===== config.mk =====
export PLATFORM = sky130hd
export DESIGN_NAME = vram_arbiter
export DESIGN_NICKNAME = d
export VERILOG_FILES = /design/src/rtl/vram_arb_pkg.sv /design/src/rtl/rr_pick2.sv /design/src/rtl/vram_arbiter.sv
export SDC_FILE = /design/constraint.sdc
export NUM_CORES = 1
export LEC_CHECK = 0
export CAP_MARGIN = 5
export CORE_ASPECT_RATIO = 1.2
export CORE_MARGIN = 3
export CORE_UTILIZATION = 34
export DETAILED_ROUTE_END_ITERATION = 16
export MAX_ROUTING_LAYER = met4
export PLACE_DENSITY = 0.82
export SLEW_MARGIN = 20
export SYNTH_ARGS = -nofsm -noshare
export SYNTH_HDL_FRONTEND = slang
export SYNTH_HIERARCHICAL = 1
export SYNTH_SLANG_ARGS = --single-unit
export TNS_END_PERCENT = 50

===== constraint.sdc =====
create_clock -name clk -period 2.2 [get_ports clk]
set_input_delay 0.66 -clock clk [delete_from_list [all_inputs] [get_ports clk]]
set_output_delay 0.66 -clock clk [all_outputs]
set_load 0.02 [all_outputs]

===== src/rtl/vram_arb_pkg.sv =====
// Shared constants and types for the two-requester VRAM CPU-port arbiter.
package vram_arb_pkg;

    typedef enum logic {
        ARB   = 1'b0,
        LOCK1 = 1'b1
    } arb_state_e;

    // Longest uninterrupted LOCK1 residency before r0 is forced back in.
    localparam int LOCK_MAX   = 64;
    localparam int LOCK_CNT_W = 6;

    localparam logic ID_R0 = 1'b0;
    localparam logic ID_R1 = 1'b1;

endpackage


===== src/rtl/rr_pick2.sv =====
// Two-way round-robin pick: a lone requester wins outright, on contention the
// requester that did not win last time gets the grant. last=1 means r1 won last.
module rr_pick2 (
    input  logic valid0,
    input  logic valid1,
    input  logic last,
    output logic gnt0,
    output logic gnt1
);

    // Grants are one-hot or zero by construction.
    always_comb begin
        gnt0 = valid0 & (~valid1 | last);
        gnt1 = valid1 & (~valid0 | ~last);
    end

endmodule


===== src/rtl/vram_arbiter.sv =====
// Arbitrates the MemoryUnit (r0) and DMA/blitter (r1) onto the single VRAM
// CPU port. One request accepted per cycle, registered onto vram_*; read data
// returns two cycles after acceptance, steered by an inline {valid,id} tag pipe.
module vram_arbiter
    import vram_arb_pkg::*;
#(
    parameter int WIDTH  = 32,
    parameter int ADDR_W = 14
) (
    input  logic              clk,
    input  logic              nreset,

    input  logic              r0_valid,
    input  logic              r0_we,
    input  logic [ADDR_W-1:0] r0_addr,
    input  logic [WIDTH-1:0]  r0_d,
    output logic              r0_ready,
    output logic              r0_rvalid,
    output logic [WIDTH-1:0]  r0_q,

    input  logic              r1_valid,
    input  logic              r1_we,
    input  logic [ADDR_W-1:0] r1_addr,
    input  logic [WIDTH-1:0]  r1_d,
    input  logic              r1_lock,
    output logic              r1_ready,
    output logic              r1_rvalid,
    output logic [WIDTH-1:0]  r1_q,

    output logic [ADDR_W-1:0] vram_addr,
    output logic [WIDTH-1:0]  vram_d,
    output logic              vram_we,
    input  logic [WIDTH-1:0]  vram_q
);

    localparam int TAG_STAGES = 2;

    typedef struct packed {
        logic              we;
        logic [ADDR_W-1:0] addr;
        logic [WIDTH-1:0]  d;
    } vram_req_t;

    arb_state_e            state, state_nxt;
    logic [LOCK_CNT_W-1:0] lock_cnt;
    logic                  last_grant;
    logic                  rr_gnt0, rr_gnt1;
    logic                  r0_acc, r1_acc, acc;
    logic                  rd_acc;
    vram_req_t             sel_req;
    logic [TAG_STAGES:1]   vld_pipe;
    logic [TAG_STAGES:1]   id_pipe;

    rr_pick2 u_pick (
        .valid0 (r0_valid),
        .valid1 (r1_valid),
        .last   (last_grant),
        .gnt0   (rr_gnt0),
        .gnt1   (rr_gnt1)
    );

    // Grant generation and lock FSM next state; nothing is granted in reset.
    always_comb begin
        state_nxt = state;
        r0_ready  = 1'b0;
        r1_ready  = 1'b0;
        unique case (state)
            ARB: begin
                r0_ready = rr_gnt0;
                r1_ready = rr_gnt1;
                if (rr_gnt1 && r1_lock)
                    state_nxt = LOCK1;
            end
            LOCK1: begin
                r1_ready = r1_valid;
                // lock_cnt counts LOCK1 cycles already spent, so this releases
                // at the end of the 64th one.
                if (!r1_valid || !r1_lock || lock_cnt == LOCK_CNT_W'(LOCK_MAX - 1))
                    state_nxt = ARB;
            end
            default: state_nxt = ARB;
        endcase
        if (!nreset) begin
            r0_ready = 1'b0;
            r1_ready = 1'b0;
        end
    end

    // Accepted request selection.
    always_comb begin
        r0_acc  = r0_valid & r0_ready;
        r1_acc  = r1_valid & r1_ready;
        acc     = r0_acc | r1_acc;
        sel_req = r1_acc ? '{we: r1_we, addr: r1_addr, d: r1_d}
                         : '{we: r0_we, addr: r0_addr, d: r0_d};
        rd_acc  = acc & ~sel_req.we;
    end

    // FSM state, lock residency counter and round-robin history.
    always_ff @(posedge clk or negedge nreset) begin
        if (!nreset) begin
            state      <= ARB;
            lock_cnt   <= '0;
            last_grant <= ID_R1;
        end else begin
            state    <= state_nxt;
            lock_cnt <= (state == LOCK1 && state_nxt == LOCK1) ? lock_cnt + 1'b1 : '0;
            if (acc)
                last_grant <= r1_acc ? ID_R1 : ID_R0;
        end
    end

    // VRAM port registers: address/data hold when idle, write strobe is one-shot.
    always_ff @(posedge clk or negedge nreset) begin
        if (!nreset) begin
            vram_addr <= '0;
            vram_d    <= '0;
            vram_we   <= 1'b0;
        end else begin
            vram_we <= acc & sel_req.we;
            if (acc) begin
                vram_addr <= sel_req.addr;
                vram_d    <= sel_req.d;
            end
        end
    end

    // Read tag pipe: stage 1 covers the VRAM address cycle, stage 2 the data cycle.
    always_ff @(posedge clk or negedge nreset) begin
        if (!nreset) begin
            vld_pipe <= '0;
            id_pipe  <= '0;
        end else begin
            vld_pipe <= {vld_pipe[TAG_STAGES-1:1], rd_acc};
            id_pipe  <= {id_pipe[TAG_STAGES-1:1], r1_acc ? ID_R1 : ID_R0};
        end
    end

    // Response steering; data is zeroed whenever the requester has no response.
    always_comb begin
        r0_rvalid = vld_pipe[TAG_STAGES] & (id_pipe[TAG_STAGES] == ID_R0);
        r1_rvalid = vld_pipe[TAG_STAGES] & (id_pipe[TAG_STAGES] == ID_R1);
        r0_q      = r0_rvalid ? vram_q : '0;
        r1_q      = r1_rvalid ? vram_q : '0;
    end

endmodule


==> results.md, run 1 <==
* Status: complete, no violations
* Setup TNS Final at 0 ns
* Reg clk slew, reported paths at 0.07 ns
* Port Buffers at 245
* RSZ-0062 raised after global routing: true
* Mapped Cells at 327
* Post-Syn Nets at 459
* First-pass GRT wire length at 18,100 um
* Pwr Density at 729.5 nW/um2
* Reg2reg path depth at 7
* Total Wirelength at 11,930 um
* H-tree depth reported by CTS at 3
* Antenna-violating nets left at 0
* Total Routing Usage GR at 0.2322
* Area Overhead vs Synth at 81.38%
* CTS Hold Buffers Added at 0
* Utilization after layout at 0.6512
* RD Place Congestion at 0.7867
* LEAKAGE at 2.963 nW
* Drt via density at 4.830
* I/O Pins at 246
* Die area at 10,490 um2
* Root Driver: clkbuf_8
* Mapped cell area at 3158 um2
* FF/Latch Area at 1478 um2
* Worst-path fanout max at 2
* Fraction of layout cells with a size suffix above 1 at 0.1870
* Most frequent cells in the layout: clkdlybuf4s50_1, buf_2, dfrtp_1, nand2_1, o21ai_1
* Vias at 3,405
* Site Rows at 37
* Die boundary height at 111.6 um
* Period utilization at 0.9810
* Rel. slew slack at 0.5089
* DIE WIDTH at 93.98 um
* Fill cells at 761
* Total gr overflow at 0
* Footprint of the multi-input gates at 1528 um2
* Remaining DRCs at 0
* Core area at 8796 um2
* Sequential fraction of the synthesis area at 0.4679
* R2r startpoint: last_grant
* CP endpoint kind: primary output
* MaxCap Viol Count at 0
* Post-synth top flop: dfrtp_1
* Layout Skew at 0.01016 ns
* Yosys warning count at 6
* R2r endpoint: vram_d[24]
* Fin. Hold Viols at 0
* Layout net count at 710
* Post-synth ARST share at 1.000
* WL/cell at 16.92 um
* Slew @ Worst Pin at 0.7367 ns
* Syn Area/Cell at 9.658 um2
* Commonest non-fill, non-tap cell in the layout: clkdlybuf4s50_1
* Clk_lat worst skew at 0.34 ns
* CTS Sinks at 59
* Post-synth EDFFs at 0
* Maximum VDD drop at 559.7 uV
* CP arrival at 1.50 ns
* Tmin final at 2.158 ns
* Initial antenna violation count at 5
* Worst hold path class: in -> async
* Largest net degree at the start of global routing at 59
* First-pass DRT Iterations at 4
* Total Power at 4.178 mW
* Max Fclk at 463.3 MHz
* Setup violators final at 0
* Seq cells post-synth at 59
* WS Path Type: in -> out
* TritonCTS clock tree: yes
* Vias in the first global route at 3,492
* Clk buf depth at 2
* Worst Path Required at 1.54 ns
* Yosys cell types at 30
* Starting Density at 0.3590
* Slew Viols, Final at 0
* CTS buffer count at 9
* HPWL after detailed placement at 9463 um
* Reg-to-reg slack, setup at 0.50 ns
* Initial DRC count at 79
* CP Launch Type: primary input
-- kinds of logic (layout without fill, tap and decap cells) --
| family | after synthesis | count (layout) | share of synthesized area |
|---|---|---|---|
| and+or+nand+nor | 133 | 133 | 0.2207 |
| AOI/OAI and AO/OA | 58 | 58 | 0.1002 |
| other | 0 | 5 | 0 |
| buffers and inverters | 27 | 283 | 0.05309 |
| adders and majority gates | 1 | 1 | 0.003961 |
| xor gates and xnor gates | 3 | 3 | 0.008322 |
| muxes | 46 | 46 | 0.1458 |
| DFF | 59 | 59 | 0.4679 |
-- metal layers --
layer  GRT usage  wire [um]  vias to the layer above
li1            -          -                     1630
met5           -          0                        -
met1      0.2398       4411                     1595
met2      0.4060       6158                      167
met3     0.09054       1193                       13
met4     0.06358        167                        0
-- worst max path at each step --
stage | from | endpoint | slack, ns
after floorplan | r1_valid | r1_ready | 0.03
after global placement | r0_valid | r1_ready | -0.77
after detailed placement | r0_valid | r1_ready | -0.81
after CTS | vram_q[25] | r1_q[25] | 0.0003
after global routing | r1_valid | r1_ready | -0.02
final | vram_q[3] | r1_q[3] | 0.04
-- cells in the mapped netlist, drive strengths merged, types with 2 or more instances --
master	n	area share
a21boi	4	0.0095
nand3	4	0.0063
buf	12	0.035
mux2i	46	0.15
nand2	52	0.062
and2	33	0.065
clkbuf	12	0.014
and3	32	0.063
xor2	2	0.0055
a21oi	2	0.0032
o21bai	2	0.0048
or3	2	0.0040
nor2	7	0.0083
o21ai	48	0.076
dfrtp	58	0.46
inv	3	0.0036
-- metrics by stage --
step           instance area, um2  std cells  hold slack, ns  worst slack [ns]
2_1_floorplan                3158        327          0.3312           0.02556
3_3_place_gp                 5793        683          0.3322           -0.7651
3_5_place_dp                 5793        683          0.3362           -0.8095
4_1_cts                      5913        699          0.2398         0.0003012
5_1_grt                      5728        705          0.2446          -0.02341
6_report                     5728        705          0.2564           0.04177
-- registers in the layout, summed over array words and instances, names as in the netlist --
name	cells
id_pipe	2
last_grant	1
lock_cnt	6
state	1
vld_pipe	2
vram_addr	14
vram_d	32
vram_we	1
-- what timing repair did --
action | 4_1_cts | 5_1_grt
pin swaps | 2 | 3
resized for setup | 239 | 42
setup endpoints to repair | 68 | 39
cloned | 0 | 1
buffers inserted | 0 | 0
-- final cells by class --
class | count | area share
Timing Repair Buffer | 264 | 0.4100
Multi-Input combinational cell | 241 | 0.2667
Sequential cell | 59 | 0.2580
Clock buffer | 12 | 0.02709
Tap cell | 117 | 0.02556
Clock inverter | 4 | 0.008519
Antenna cell | 5 | 0.002184
Inverter | 3 | 0.001966
-- critical path, stage by stage --
cell and delay (ns):
clkdlybuf4s50_1 0.50, and3_1 0.17, buf_2 0.16
-- power by group --
group	total, mW	internal, mW	switching [mW]
clock network	1.01	0.583	0.427
registers	1.49	1.35	0.149
logic	1.67	0.875	0.798
Power figures use the tool's default switching activity.
==> run 2: changes to the inputs <==
--- a/config.mk
+++ b/config.mk
@@ -5,6 +5,7 @@
 export SDC_FILE = /design/constraint.sdc
 export NUM_CORES = 1
 export LEC_CHECK = 0
+export ABC_CLOCK_PERIOD_IN_PS = 2200
 export CAP_MARGIN = 5
 export CORE_ASPECT_RATIO = 1.2
 export CORE_MARGIN = 3
==> results of run 2 <==
No change in the layout: final DEF, timing and power equal those of run 1.
==> variant 1: new RTL, flow settings as in run 2 <==
`LOCK_MAX`: 64 -> 48.
--- a/src/rtl/vram_arb_pkg.sv
+++ b/src/rtl/vram_arb_pkg.sv
@@ -7,7 +7,7 @@
     } arb_state_e;
 
     // Longest uninterrupted LOCK1 residency before r0 is forced back in.
-    localparam int LOCK_MAX   = 64;
+    localparam int LOCK_MAX   = 48;
     localparam int LOCK_CNT_W = 6;
 
     localparam logic ID_R0 = 1'b0;
Function: same outputs for any inputs over 10 cycles, from zero or initial values and one cycle with nreset low; that may be too few to reach the edited logic, so the function may still have changed.
==> variant 1 against run 2 <==
Critical path depth unchanged. Register-to-register slack gained 0.07 ns. Global-route usage is 0.19 points lower. Synthesized area is 0.12% lower. Clock skew fell by 0.0042 ns. Critical endpoint is now r1_q[31]. Setup slack got worse by 0.025 ns. Hold slack better by 0.093 ns. Sequential cell count is the same. Final area shrank 0.31%. Highest routed layer unchanged. Routed wire length up 1.5%. Largest cell class unchanged. Total power increased by 0.49%. First-iteration DRC count is 28% higher.
==> variant 1: results (changes against run 2) <==
[outcome]
outcome=finished, final reports clean

[layout]
nMultiInputCombCells=238  ; -1.2%
buffers=261  ; -1.1%
n_clock_buffer=14  ; +2
instances_no_fill=701  ; -0.57%
signal_buffer_area_fraction_pct=40.8  ; -0.25 points
fill_cells=721  ; -5.3%
seq_cell_count=59  ; unchanged
final-clk-cell-share_pct=3.46  ; -0.099 points
seq_area_share_pct=25.9  ; +0.079 points
multi_input_area_share_pct=26.8  ; +0.17 points
antenna_cells=7  ; +2
drive_gt1_share_pct=18.7  ; +0.021 points

[sta]
fin_skew_ns=0.00597  ; -0.00419 ns
relSlewSlack_pct=49.7  ; -1.2 points
whs_ns=0.349  ; +0.0928 ns
max_freq_ghz=0.458  ; -1.2%

[synthesis]
yosys-top-cells-count=dfrtp_1 (58), nand2_1 (51), mux2i_1 (47)
synth_area_um2=3150  ; -0.12%
synth.area.top_cells=dfrtp_1 (46%), mux2i_1 (15%), o21ai_1 (7.1%)
synth.avg_cell_area_um2=9.74  ; +0.81%
synth_fp_nets=456  ; -0.65%
ys_seq_area_share_pct=46.8  ; +0.056 points
ys_types=31  ; +3.3%

[place]
finalWeightedCongestion=0.837  ; +6.4%
dp_cells=677  ; -0.88%
post-place-ws_ns=-0.803  ; +0.00681 ns
dp_hpwl_um=9590  ; +1.3%

[power]
power.leakage_nw=2.95  ; -0.46%
peakVddDrop_uv=467  ; -17%
power_switching_mw=1.38  ; +0.46%

[clock_tree]
cts_root_buf=clkbuf_8
numCtsBuffers=9  ; unchanged

[routing]
first_pass_iters=4  ; unchanged
wirelength_um=12100  ; +1.5%
initialDrtViolationCount=101  ; +28%
viasPerCell=4.76  ; -1.5%

[critical_path]
rr_endpoint=vld_pipe[1]
r2r_setup_slack_ns=0.57  ; +0.07 ns
crit_start=vram_q[31]
ff2ff_path_depth=7  ; unchanged
cp_max_fo=2  ; unchanged
critPathArrivalTime_ns=1.52  ; +0.02 ns

[grt]
antenna_found_initial=6  ; +1
track_usage_pct=23.0  ; -0.19 points
grt_pass1_vias=3300  ; -5.5%
grt_start_max_net_pins=60  ; +1.7%
grt_pass1_wl_um=17800  ; -1.7%

[min_path]
hold_class=flip-flop to flip-flop

## variant 1: cell count changes after synthesis, sizes merged
cell	change
nand2	-1
nor2b	+1
mux2i	+1
nand3b	+1
a21boi	-2
nand3	-1
o21bai	-1
a21oi	-1
## variant 1: power by group through the flow
stage	Sequential (mW)	Clock, mW	Combinational, mW
after global routing	1.53	1.09	1.81
final	1.50	1.00	1.70
after floorplan	1.82	0	0.440
after detailed placement	1.51	0	1.73
after global placement	1.50	0	1.69
after CTS	1.50	1.03	1.72
## variant 1: timing repair
item,4_1_cts,5_1_grt
pin swaps,0,0
hold endpoints to repair,0,0
cloned,0,1
gates resized for setup,232,41
endpoints found under the setup margin,67,40
## variant 1: layer usage
layer | part of all wire (%) | vias up | track usage (%) | wire length (um)
li1 | - | 1600 | - | -
met1 | 37 | 1524 | 24.7 | 4460
met2 | 49 | 183 | 37.3 | 5880
met3 | 11 | 27 | 8.18 | 1300
met4 | 3.8 | 0 | 11.4 | 466
met5 | 0 | - | - | 0
## variant 1: cells by family (layout without fill, tap and decap cells)
logic type	Yosys count	count (layout)	share of synthesized area [%]
adders and majority gates	1	1	0.397
xor gates and xnor gates	3	3	0.833
muxes	47	47	14.9
and+or+nand+nor	133	133	22.3
AOI/OAI and AO/OA	54	54	9.40
other	0	7	0
DFF	59	59	46.8
buffers and inverters	27	280	5.35
## variant 1: how the worst max path moves through the flow
| stage | slack, ns | end | cells past startpoint |
|---|---|---|---|
| floorplan | 0.14 | r1_ready | 3 |
| global placement | -0.79 | r0_ready | 5 |
| detailed placement | -0.80 | r0_ready | 5 |
| CTS | -0.20 | r1_rvalid | 3 |
| global route | -0.02 | r0_q[26] | 4 |
| finish | 0.02 | r1_q[31] | 3 |
==> variant 2: new RTL, config.mk and constraints of run 2 <==
Without the edit above. Reset style: synchronous (`nreset`), changed in 3 clocked blocks.
--- a/src/rtl/vram_arbiter.sv
+++ b/src/rtl/vram_arbiter.sv
@@ -97,7 +97,7 @@
     end
 
     // FSM state, lock residency counter and round-robin history.
-    always_ff @(posedge clk or negedge nreset) begin
+    always_ff @(posedge clk) begin
         if (!nreset) begin
             state      <= ARB;
             lock_cnt   <= '0;
@@ -111,7 +111,7 @@
     end
 
     // VRAM port registers: address/data hold when idle, write strobe is one-shot.
-    always_ff @(posedge clk or negedge nreset) begin
+    always_ff @(posedge clk) begin
         if (!nreset) begin
             vram_addr <= '0;
             vram_d    <= '0;
@@ -126,7 +126,7 @@
     end
 
     // Read tag pipe: stage 1 covers the VRAM address cycle, stage 2 the data cycle.
-    always_ff @(posedge clk or negedge nreset) begin
+    always_ff @(posedge clk) begin
         if (!nreset) begin
             vld_pipe <= '0;
             id_pipe  <= '0;
Behaviour: differs if nreset is asserted again (counterexample within 4 cycles, from zero or initial values and one cycle with nreset low); with nreset held inactive, the same outputs for 10 cycles.
==> variant 2 against run 2 <==
Setup slack got worse by 0.030 ns. Critical endpoint is now r1_q[4]. Global-route usage rose by 2.2 points. Sequential cell count did not move. Clock skew fell by 0.0066 ns. Synthesized cell count rose by 19%. Count of clock-buffer cells in the layout did not move. Final area fell by 3.5%. Fmax fell by 1.4%. Highest routed layer unchanged. Synthesized area fell by 8.2%. Non-clock buffer count did not move. Routed wire length rose by 1.0%.
Power is not compared: it rests on default switching activity, and its combinational part moved more than twofold at a synthesized area within 25%.
==> variant 2: results (changes against run 2) <==
[layout]
antenna_cells=1  ; -4
final-clk-cell-share_pct=4.12  ; +0.56 points
instances_no_fill=748  ; +6.1%
finalNetCount=760  ; +7.0%
fill_cells=731  ; -3.9%
multi_input_area_um2=1570  ; +2.5%

[critical_path]
critPathArrivalTime_ns=1.53  ; +0.03 ns
rr_endpoint=vram_addr[11]
worst_path_largest_cell_delay_ns=0.46  ; -0.04 ns

[grt]
track_usage_pct=25.4  ; +2.2 points
use_met3_pct=10.4  ; +1.3 points
antenna_found_initial=1  ; -4
grtUsageMet1_pct=23.2  ; -0.74 points

[synthesis]
ys_async_sr_fraction_pct=0  ; -100 points
synth_most_common_cell=nand2_1
synth_ff_type=dfxtp_1
ys_types=29  ; -3.3%
ys_seq_area_share_pct=40.7  ; -6.0 points
synth.area.top_cells=dfxtp_1 (41%), nand2_1 (13%), a31oi_1 (10%)

[place]
dp_cells=730  ; +6.9%
post-place-ws_ns=-0.832  ; -0.0220 ns
dp_hpwl_um=9550  ; +0.88%

[outcome]
outcome=finished, final reports clean

[clock_tree]
cts_resized=230  ; -3.8%

[sta]
fin_skew_ns=0.00358  ; -0.00658 ns
max_freq_ghz=0.457  ; -1.4%

[routing]
wl_per_cell_um=16.1  ; -4.8%

variant 2: changes by cell type after synthesis, moves of 46 or more:
cell,change
nand2_1,+47
o21ai_1,-47
dfxtp_1,+59
a31oi_1,+47
mux2i_1,-46
dfrtp_1,-58
variant 2: kinds of logic (layout without fill, tap and decap cells):
family | count (synthesis) | count (layout) | share of synthesized area, %
XOR/XNOR | 3 | 3 | 0.907
AO/OA/AOI/OAI | 98 | 98 | 19.6
buffers and inverters | 40 | 284 | 6.56
other | 0 | 1 | 0
flip-flops | 59 | 59 | 40.7
multiplexers | 1 | 1 | 0.388
AND/OR/NAND/NOR | 187 | 187 | 31.4
adder cells (fa/ha/maj) | 1 | 1 | 0.432
variant 2: where the power goes:
group          leakage [nW]  internal [mW]  switching (mW)
Clock                 0.113          0.698           0.427
Combinational          1.75          0.394           0.291
Sequential            0.482           1.13          0.0325
Total                  2.35           2.22           0.750
